==> src/rtl/game_sequencer.sv <==
// Game flow controller: sequences the enemy spawner through idle/play/break/over
// and tracks player health, score, wave and the hit-flash indicator.
module game_sequencer #(
    parameter int unsigned MAX_HEALTH   = 3,
    parameter int unsigned WAVE_ENEMIES = 8,
    parameter int unsigned BREAK_TICKS  = 100,
    parameter int unsigned FLASH_TICKS  = 25
) (
    input  logic       clk,
    input  logic       rst,
    input  logic       tick,
    input  logic       start_btn,
    input  logic       enemy_attack,
    input  logic       kill,
    output logic [3:0] game_state,
    output logic       enemy_start,
    output logic       enemy_hold,
    output logic [2:0] health,
    output logic [7:0] score,
    output logic [3:0] wave,
    output logic       hit_flash
);

    localparam int unsigned HEALTH_W = 3;
    localparam int unsigned SCORE_W  = 8;
    localparam int unsigned WAVE_W   = 4;
    localparam int unsigned KILL_W   = 8;
    localparam int unsigned CNT_W    = 16;

    typedef enum logic [3:0] {
        S_IDLE  = 4'b0001,
        S_PLAY  = 4'b0010,
        S_BREAK = 4'b0100,
        S_OVER  = 4'b1000
    } state_t;

    state_t              r_state;
    logic                r_start_prev;
    logic                r_enemy_start;
    logic                r_hold;
    logic [HEALTH_W-1:0] r_health;
    logic [SCORE_W-1:0]  r_score;
    logic [WAVE_W-1:0]   r_wave;
    logic [KILL_W-1:0]   r_kill_cnt;
    logic [CNT_W-1:0]    r_break_cnt;
    logic [CNT_W-1:0]    r_flash_cnt;
    logic                r_hit_flash;

    logic                w_start_edge;
    logic                w_play_atk;
    logic                w_play_kill;
    logic                w_dead;
    logic                w_wave_done;
    logic [HEALTH_W-1:0] w_health_dec;
    logic [SCORE_W-1:0]  w_score_inc;
    logic [WAVE_W-1:0]   w_wave_inc;
    logic [CNT_W-1:0]    w_flash_nxt;

    // Attack and kill pulses only matter during active play.
    assign w_start_edge = start_btn & ~r_start_prev;
    assign w_play_atk   = (r_state == S_PLAY) & enemy_attack;
    assign w_play_kill  = (r_state == S_PLAY) & kill;
    assign w_dead       = w_play_atk & (r_health == HEALTH_W'(1));
    assign w_wave_done  = w_play_kill & (r_kill_cnt == KILL_W'(WAVE_ENEMIES - 1));

    // Saturating arithmetic for the player stats.
    assign w_health_dec = (r_health == '0) ? '0 : r_health - HEALTH_W'(1);
    assign w_score_inc  = (r_score == '1) ? r_score : r_score + SCORE_W'(1);
    assign w_wave_inc   = (r_wave == '1) ? r_wave : r_wave + WAVE_W'(1);

    // Flash counter: a fresh hit reloads it, otherwise it drains on tick.
    always_comb begin
        w_flash_nxt = r_flash_cnt;
        if (w_play_atk) begin
            w_flash_nxt = CNT_W'(FLASH_TICKS);
        end else if (tick && (r_flash_cnt != '0)) begin
            w_flash_nxt = r_flash_cnt - CNT_W'(1);
        end
    end

    always_ff @(posedge clk) begin
        if (rst) begin
            r_state       <= S_IDLE;
            r_start_prev  <= 1'b1;
            r_enemy_start <= 1'b0;
            r_hold        <= 1'b1;
            r_health      <= HEALTH_W'(MAX_HEALTH);
            r_score       <= '0;
            r_wave        <= '0;
            r_kill_cnt    <= '0;
            r_break_cnt   <= '0;
            r_flash_cnt   <= '0;
            r_hit_flash   <= 1'b0;
        end else begin
            r_start_prev  <= start_btn;
            r_enemy_start <= 1'b0;
            r_flash_cnt   <= w_flash_nxt;
            r_hit_flash   <= (w_flash_nxt != '0);

            case (r_state)
                S_IDLE: begin
                    if (w_start_edge) begin
                        r_state       <= S_PLAY;
                        r_wave        <= WAVE_W'(1);
                        r_enemy_start <= 1'b1;
                        r_hold        <= 1'b0;
                    end
                end

                S_PLAY: begin
                    if (w_play_atk) begin
                        r_health <= w_health_dec;
                    end
                    if (w_play_kill) begin
                        r_score    <= w_score_inc;
                        r_kill_cnt <= w_wave_done ? '0 : r_kill_cnt + KILL_W'(1);
                    end
                    // Losing the last health point outranks clearing the wave.
                    if (w_dead) begin
                        r_state <= S_OVER;
                        r_hold  <= 1'b1;
                    end else if (w_wave_done) begin
                        r_state     <= S_BREAK;
                        r_hold      <= 1'b1;
                        r_break_cnt <= CNT_W'(BREAK_TICKS);
                        r_wave      <= w_wave_inc;
                    end
                end

                S_BREAK: begin
                    // A count of 0 or 1 means this tick ends the pause.
                    if (tick) begin
                        if (r_break_cnt <= CNT_W'(1)) begin
                            r_state       <= S_PLAY;
                            r_hold        <= 1'b0;
                            r_enemy_start <= 1'b1;
                            r_break_cnt   <= '0;
                        end else begin
                            r_break_cnt <= r_break_cnt - CNT_W'(1);
                        end
                    end
                end

                S_OVER: begin
                    if (w_start_edge) begin
                        r_state     <= S_IDLE;
                        r_health    <= HEALTH_W'(MAX_HEALTH);
                        r_score     <= '0;
                        r_wave      <= '0;
                        r_kill_cnt  <= '0;
                        r_break_cnt <= '0;
                        r_flash_cnt <= '0;
                        r_hit_flash <= 1'b0;
                    end
                end

                default: begin
                    r_state <= S_IDLE;
                    r_hold  <= 1'b1;
                end
            endcase
        end
    end

    assign game_state  = r_state;
    assign enemy_start = r_enemy_start;
    assign enemy_hold  = r_hold;
    assign health      = r_health;
    assign score       = r_score;
    assign wave        = r_wave;
    assign hit_flash   = r_hit_flash;

endmodule

==> config.mk <==
export PLATFORM = sky130hd
export DESIGN_NAME = game_sequencer
export DESIGN_NICKNAME = d
export VERILOG_FILES = /design/src/rtl/game_sequencer.sv
export SDC_FILE = /design/constraint.sdc
export NUM_CORES = 1
export LEC_CHECK = 0
export BUFFER_PORTS_ARGS = -buffer_cell sky130_fd_sc_hd__clkbuf_2
export CAP_MARGIN = 30
export CORE_MARGIN = 5
export CORE_UTILIZATION = 54
export CTS_BUF_LIST = sky130_fd_sc_hd__clkbuf_8 sky130_fd_sc_hd__clkbuf_16
export DETAILED_ROUTE_END_ITERATION = 12
export GPL_TIMING_DRIVEN = 0
export HOLD_SLACK_MARGIN = 0.05
export PLACE_DENSITY_LB_ADDON = 0.15
export SLEW_MARGIN = 20
export SYNTH_ARGS = -nofsm -noshare
export SYNTH_HDL_FRONTEND = slang
export SYNTH_SLANG_ARGS = --single-unit
export TNS_END_PERCENT = 5
==> constraint.sdc <==
create_clock -name clk -period 2.8 [get_ports clk]
set_input_delay 0.14 -clock clk [delete_from_list [all_inputs] [get_ports clk]]
set_output_delay 0.14 -clock clk [all_outputs]
set_load 0.1 [all_outputs]
==> results of run 1 <==
[what timing repair did]
action	in CTS	in global routing
hold buffers	1	0
hold endpoints to repair	1	0
endpoints found under the setup margin	27	27
pin swaps	0	3
buffers inserted	0	5
resized for setup	5	16
[cells by family (layout without fill, tap and decap cells)]
logic type               count (synthesis)  after routing  synth area share [%]
AO/OA/AOI/OAI                           77             77                  15.3
XOR/XNOR                                35             35                  9.33
adder cells (fa/ha/maj)                  7              7                  2.67
buffers and inverters                   25             69                  3.35
flip-flops                              63             63                  38.4
multiplexers                             3              3                 0.914
AND/OR/NAND/NOR                        182            182                  30.0
[power by group]
group / internal [mW] / switching (mW) / leakage [nW] / total, mW
clock: 0.424 / 0.351 / 0.108 / 0.775
combinational: 0.849 / 1.29 / 0.819 / 2.14
sequential: 1.09 / 0.198 / 0.513 / 1.29
[sequential cells by signal (all words and copies together), names as in the netlist]
signal,flops
game_state,4
health,3
enemy_start,1
score,8
r_flash_cnt,16
r_start_prev,1
enemy_hold,1
r_kill_cnt,8
r_break_cnt,16
wave,4
hit_flash,1
[critical path, delay by kind of cell (launching register included)]
family                 cells  cell delay [ns]
flip-flops                 1             0.37
AND/OR/NAND/NOR            5             1.98
XOR/XNOR                   1             0.14
buffers and inverters      1             0.15
[Yosys cell counts, types with 3 or more instances]
library cell | n | share of area (%)
dfxtp_1 | 63 | 38
nor2_1 | 59 | 6.7
a21oi_1 | 26 | 4.0
xnor2_1 | 21 | 5.6
nand2_1 | 20 | 2.3
clkbuf_1 | 15 | 1.7
nor3_1 | 15 | 2.3
xor2_1 | 14 | 3.7
nand3_1 | 13 | 2.0
o21ai_0 | 11 | 1.7
nor4_1 | 10 | 1.9
a31oi_1 | 7 | 1.3
ha_1 | 7 | 2.7
nand4_1 | 7 | 1.3
or4_1 | 7 | 1.6
and2_1 | 6 | 1.1
inv_1 | 6 | 0.69
nand2b_1 | 6 | 1.1
nand4b_1 | 5 | 1.3
or2_2 | 4 | 0.76
or3_1 | 4 | 0.76
a21o_1 | 3 | 0.69
and3_1 | 3 | 0.57
mux2i_1 | 3 | 0.91
nand3b_1 | 3 | 0.69
nor2b_1 | 3 | 0.57
nor4b_1 | 3 | 0.80
o211ai_1 | 3 | 0.69
o31a_2 | 3 | 0.91
[layout by cell type, fill, tap and decap left out, drive strengths merged, types with 2 or more instances in the layout]
cell and n:
o21ai 12, mux2i 3, ha 7, a21oi 26, nand3b 3, nand4 7, and2 6, o41ai 2
nor3 15, nor3b 2, buf 9, or3 4, a41o 2, a211oi 2, nor4b 4, o21bai 2
or4b 2, xnor2 21, nor2 60, nand2 20, inv 8, a22oi 2, dfxtp 63, a31oi 7
nand4b 5, a21o 3, or2 4, clkbuf 47, nand2b 6, clkinv 3, o211ai 3, and3 3
nor2b 3, nand3 13, or4 10, a211o 2, o31a 3, xor2 14, nor4 11
[cell type report]
type,count,area [um^2],share of cell area (%)
buffer,15,72.6,1.89
clock buffer,10,138,3.59
clock inverter,6,52.6,1.37
inverter,6,22.5,0.588
multi-input combinational,304,2010,52.4
sequential,63,1270,33.1
tap,75,93.8,2.45
timing repair buffer,32,178,4.64
[metrics by stage]
stage | setup WS (ns) | cell area (um^2) | setup TNS (ns)
2_1_floorplan | -0.0165 | 3290 | -0.0529
3_3_place_gp | -0.258 | 3520 | -3.76
3_5_place_dp | -0.318 | 3520 | -4.33
4_1_cts | -0.0905 | 3740 | -0.145
5_1_grt | -0.00164 | 3830 | -0.00164
6_report | 0.0428 | 3830 | 0
[routing by layer]
layer / wire (um) / GRT usage (%) / vias up
met3: 288 / 3.57 / 12
li1: - / - / 1502
met4: 134 / 10.0 / 0
met5: 0 / 0 / -
met2: 3560 / 33.2 / 75
met1: 3600 / 27.2 / 1414
[path summary, 6_finish.rpt]
kind,from,to,slack (ns),depth (start not counted)
setup / recovery,r_flash_cnt[3],r_flash_cnt[13],0.04,7
hold / removal,rst,health[0],0.17,3
setup reg to reg,r_flash_cnt[3],r_flash_cnt[13],0.04,7
hold reg to reg,health[2],health[2],0.48,1
==> impl_metrics.csv, run 1 <==
group,metric,value,unit
synth,yosysSeqAreaShare,38.4,%
route,avgRoutedWirePerCell,14.8,um
die,dieHeight,88.0,um
die,starting_density,55.5,%
route,first_pass_iters,4,
place,port_buffers,26,
die,rows,28,
power,ir_drop,0.000791,V
place,finalWeightedCongestion,0.851,
route,route.detailed.drc,0,
final_layout,nNetsFinal,444,
clock_tree,clock_tree.htree_level_count,3,
worst_setup_path,crit_arrival,2.98,ns
synth,number_of_enable_type_register_cells_in_the_synthesized_netlist,0,
final_layout,post_route_cells_drive_above_1_share,18.3,%
synth,synth.avg_cell_area,8.38,um^2
die,dieArea,7740,um^2
route,drt_via_density,5.88,
worst_setup_path,library_cell_appearing_most_often_on_the_critical_path,"or4_4",
clock_tree,worstSkewPairLatency,0.35,ns
route,ant_nets,0,
synth,postSynth.asyncResetShare,0,%
power,p_leak,1.44,nW
power,pwr_density_cell,1090,nW/um^2
sta,timing.fmax,363,MHz
place,dp.final_hpwl,5240,um
synth,mappedNetlistNets,405,
sta,final.period_utilization,98.5,%
synth,yosysWarnings,0,
worst_setup_path,cpPeakStageDelay,0.59,ns
clock_tree,numCtsBuffers,9,
global_routing,grt_start_max_net_pins,11,
clock_tree,cts-root-buf,"clkbuf_8",
die,fp.dieW,88.0,um
route,drt-initial-drc-count,165,
sta,worst_hold_margin,0.172,ns
min_path,hold_class,"input port to flop",
sta,drv_slew,0,
global_routing,grt_pass1_vias,2866,
final_layout,insertedDiodeCount,0,
worst_setup_path,worst_setup_path_start_kind,"flop",
worst_setup_path,crit_chain,"or4_4, or4_4, buf_6, or4_4, or3_4, xor2_2, nor2_2",
synth,synth-seq-cells,63,
final_layout,finalNonFillerCells,511,
job,cap_violations,0,
final_layout,final_core_util,64.7,%
sta,finalCriticalPeriod,2.76,ns
sta,max_slew.worst_pin.slew,0.669,ns
clock_tree,cts_tree,"done",
global_routing,grt.total_usage,20.8,%
worst_setup_path,cp.required,3.02,ns
sta,finalClockSkew,0.00793,ns
synth,ys.flop_type,"dfxtp_1",
die,core,5920,um^2
clock_tree,worst_setup_hold_path_clk_slew,0.07,ns
route,route.vias.total,3003,
clock_tree,clock_sink_count,63,
worst_setup_path,worst_path_max_delay_cell,"or4_4",
global_routing,number_of_antenna_violations_at_the_first_check_in_global_routing,0,
sta,max-slew-margin-rel,55.3,%
sta,finalSetupViolations,0,
place,dpl.cell_count,493,
route,detail_route.wirelength,7580,um
worst_setup_path,worst-path-max-fanout,8,
synth,ys_types,62,
worst_setup_path,setup.worst_path.end_class,"flop",
clock_tree,buffer_depth_of_the_longest_clock_path,2,
final_layout,area_growth,16.6,%
worst_setup_path,criticalPathCategory,"flop to flop",
global_routing,grt_pass1_wl,12900,um
synth,synth_area,3290,um^2
sta,final-hold-violation-count,0,
synth,number_of_standard_cells_after_synthesis,392,
power,power,4.20,mW
final_layout,fillers,518,
global_routing,grt_overflow,0,
die,floorplan.io_pins,28,
status,result_of_the_run,"finished, final reports clean",
(Power assumes the default switching activity.)
==> run 2: changes to the inputs <==
==> constraint.sdc (replaced) <==
create_clock -name clk -period 2.8 [get_ports clk]
set_input_delay 0.14 -clock clk [delete_from_list [all_inputs] [get_ports clk]]
set_output_delay 0.14 -clock clk [all_outputs]
set_load 0.005 [all_outputs]
==> run 2 against run 1 <==
  * Clock skew fell by 0.0020 ns
  * Combinational power fell by 13%
  * Cell count fell by 0.78%
  * Critical endpoint unchanged
  * Largest cell class unchanged
==> impl_metrics.csv, run 2 (synthesis gave the netlist of run 1 again) <==
group,metric,value,unit
worst_setup_path,worst_setup_path_start_kind,"flop",
min_path,hold_class,"input port to flop",
die,dieArea,7740,um^2
worst_setup_path,criticalPathCategory,"flop to flop",
global_routing,grt_overflow,0,
sta,drv_slew,0,
min_path,min_to,"health[0]",
job,cap_violations,0,
worst_setup_path,crit_arrival,2.96,ns
route,detail_route.wirelength,7770,um
route,route.vias.total,3017,
worst_setup_path,path_buf_inv,1,
worst_setup_path,r2r-end,"r_flash_cnt[13]",
clock_tree,clock_sink_count,63,
route,drt-initial-drc-count,112,
worst_setup_path,cp.required,3.02,ns
status,result_of_the_run,"finished, final reports clean",
die,dieHeight,88.0,um
global_routing,number_of_antenna_violations_at_the_first_check_in_global_routing,0,
worst_setup_path,critical_path.top_delay_family,"simple AND/OR/NAND/NOR gates",
clock_tree,clock_tree.htree_level_count,3,
worst_setup_path,crit_chain,"or4_4, or4_4, buf_6, or4_4, or3_4, xor2_2, nor2_2",
power,net-switching-power,1.62,mW
global_routing,grt_pass1_vias,2876,
sta,finalCriticalPeriod,2.74,ns
route,drt_via_density,5.95,
final_layout,insertedDiodeCount,0,
final_layout,area_growth,17.7,%
route,route.detailed.drc,0,
power,ir_drop,0.000642,V
global_routing,grt.total_usage,20.8,%
final_layout,largestRegisters,"r_break_cnt x16, r_flash_cnt x16",
sta,final-hold-violation-count,0,
final_layout,most-common-layout-cells,"dfxtp_1, nor2_1, clkbuf_2",
clock_tree,buffer_depth_of_the_longest_clock_path,2,
route,first_pass_iters,4,
place,dpl.cell_count,493,
min_path,hold_path_depth,3,
final_layout,post_route_cells_drive_above_1_share,19.7,%
power,pwr-share-clk,22.1,%
sta,timing.fmax,365,MHz
route,ant_nets,0,
final_layout,nNetsFinal,440,
place,dp.final_hpwl,5160,um
worst_setup_path,timing.reg2reg.worst_path_depth,7,
final_layout,finalNonFillerCells,507,
sta,finalSetupViolations,0,
place,finalWeightedCongestion,0.845,
worst_setup_path,worstReg2RegStart,"r_flash_cnt[5]",
power,cellInternalPower,2.45,mW
min_path,hold_start,"rst",
die,core,5920,um^2
sta,max_slew.worst_pin.slew,0.727,ns
worst_setup_path,setup.worst_path.end_class,"flop",
clock_tree,worstSkewPairLatency,0.34,ns
die,fp.dieW,88.0,um
power,comb_power_share,45.7,%
place,port_buffers,26,
final_layout,layout.cells.most_common,"dfxtp_1",
worst_setup_path,r2r_slack,0.06,ns
route,avgRoutedWirePerCell,15.3,um
power,share_seq_of_total_power,32.3,%
worst_setup_path,worst-path-max-fanout,8,
global_routing,grt_pass1_wl,12800,um
clock_tree,numCtsBuffers,9,
global_routing,grt_start_max_net_pins,11,
clock_tree,worst_setup_hold_path_clk_slew,0.07,ns
sta,final.period_utilization,97.9,%
sta,max-slew-margin-rel,51.4,%
sta,tns,0,ns
die,rows,28,
power,pwr_density_cell,1050,nW/um^2
worst_setup_path,cp_launch_point,"r_flash_cnt[5]",
worst_setup_path,cpPeakStageDelay,0.60,ns
final_layout,fillers,527,
power,p_leak,1.45,nW
sta,finalClockSkew,0.00589,ns
worst_setup_path,worst_path_max_delay_cell,"or4_4",
worst_setup_path,library_cell_appearing_most_often_on_the_critical_path,"or4_4",
die,floorplan.io_pins,28,
final_layout,final_core_util,65.3,%
clock_tree,cts-root-buf,"clkbuf_8",
power,p_sw_share,39.7,%
die,starting_density,55.5,%
clock_tree,cts_tree,"done",
## run 2: changes by cell type in the layout (fill, tap and decap cells not counted), sizes merged
| cell | change |
|---|---|
| clkinv | -2 |
| buf | -4 |
| clkbuf | +1 |
| bufinv | +1 |
## run 2: worst min-delay path, delay by kind of cell
kind                   cells  cell delay, ns
buffers and inverters      1            0.15
AO/OA/AOI/OAI              1            0.12
AND/OR/NAND/NOR            1            0.07
## run 2: area by class of cell
cell class	count	area, um^2	share of cell area, %
buffer	14	72.6	1.88
clock buffer	11	151	3.92
clock inverter	5	72.6	1.88
inverter	6	22.5	0.583
multi-input combinational	304	2030	52.6
sequential	63	1260	32.7
tap	75	93.8	2.43
timing repair buffer	29	155	4.01
## run 2: timing repair
action | 4_1_cts | 5_1_grt
endpoints found under the hold margin | 1 | 0
resized for setup | 5 | 28
setup buffers | 0 | 2
hold buffers | 1 | 0
endpoints found under the setup margin | 29 | 28
pin swaps | 0 | 4
## run 2: per-layer routing
metal / track usage (%) / share of wire, % / vias up
met5: 0 / 0 / -
met2: 34.8 / 48 / 72
li1: - / - / 1497
met1: 25.9 / 46 / 1427
met4: 10.5 / 2.9 / 0
met3: 3.48 / 3.4 / 21
## run 2: power groups by stage
stage / clock network (mW) / logic [mW] / registers, mW
floorplan: 0 / 1.43 / 1.24
global placement: 0 / 1.73 / 1.27
detailed placement: 0 / 1.75 / 1.27
CTS: 0.906 / 1.78 / 1.26
global route: 0.944 / 2.04 / 1.34
finish: 0.897 / 1.86 / 1.31
## run 2: metrics by stage
stage,hold slack [ns],setup slack (ns),cell area (um^2),power [mW]
after floorplan,0.247,0.0279,3290,2.67
after global placement,0.362,-0.285,3510,3.00
after detailed placement,0.365,-0.345,3510,3.02
after CTS,0.157,-0.0999,3770,3.94
after global routing,0.188,-0.0181,3870,4.32
final,0.170,0.0586,3870,4.07
## run 2: worst max path at each step
| stage | end | depth (start not counted) |
|---|---|---|
| floorplan | r_flash_cnt[13] | 9 |
| global placement | r_break_cnt[3] | 7 |
| global route | wave[3] | 8 |
| finish | r_flash_cnt[13] | 7 |
| CTS | r_flash_cnt[13] | 9 |
| detailed placement | r_break_cnt[7] | 7 |
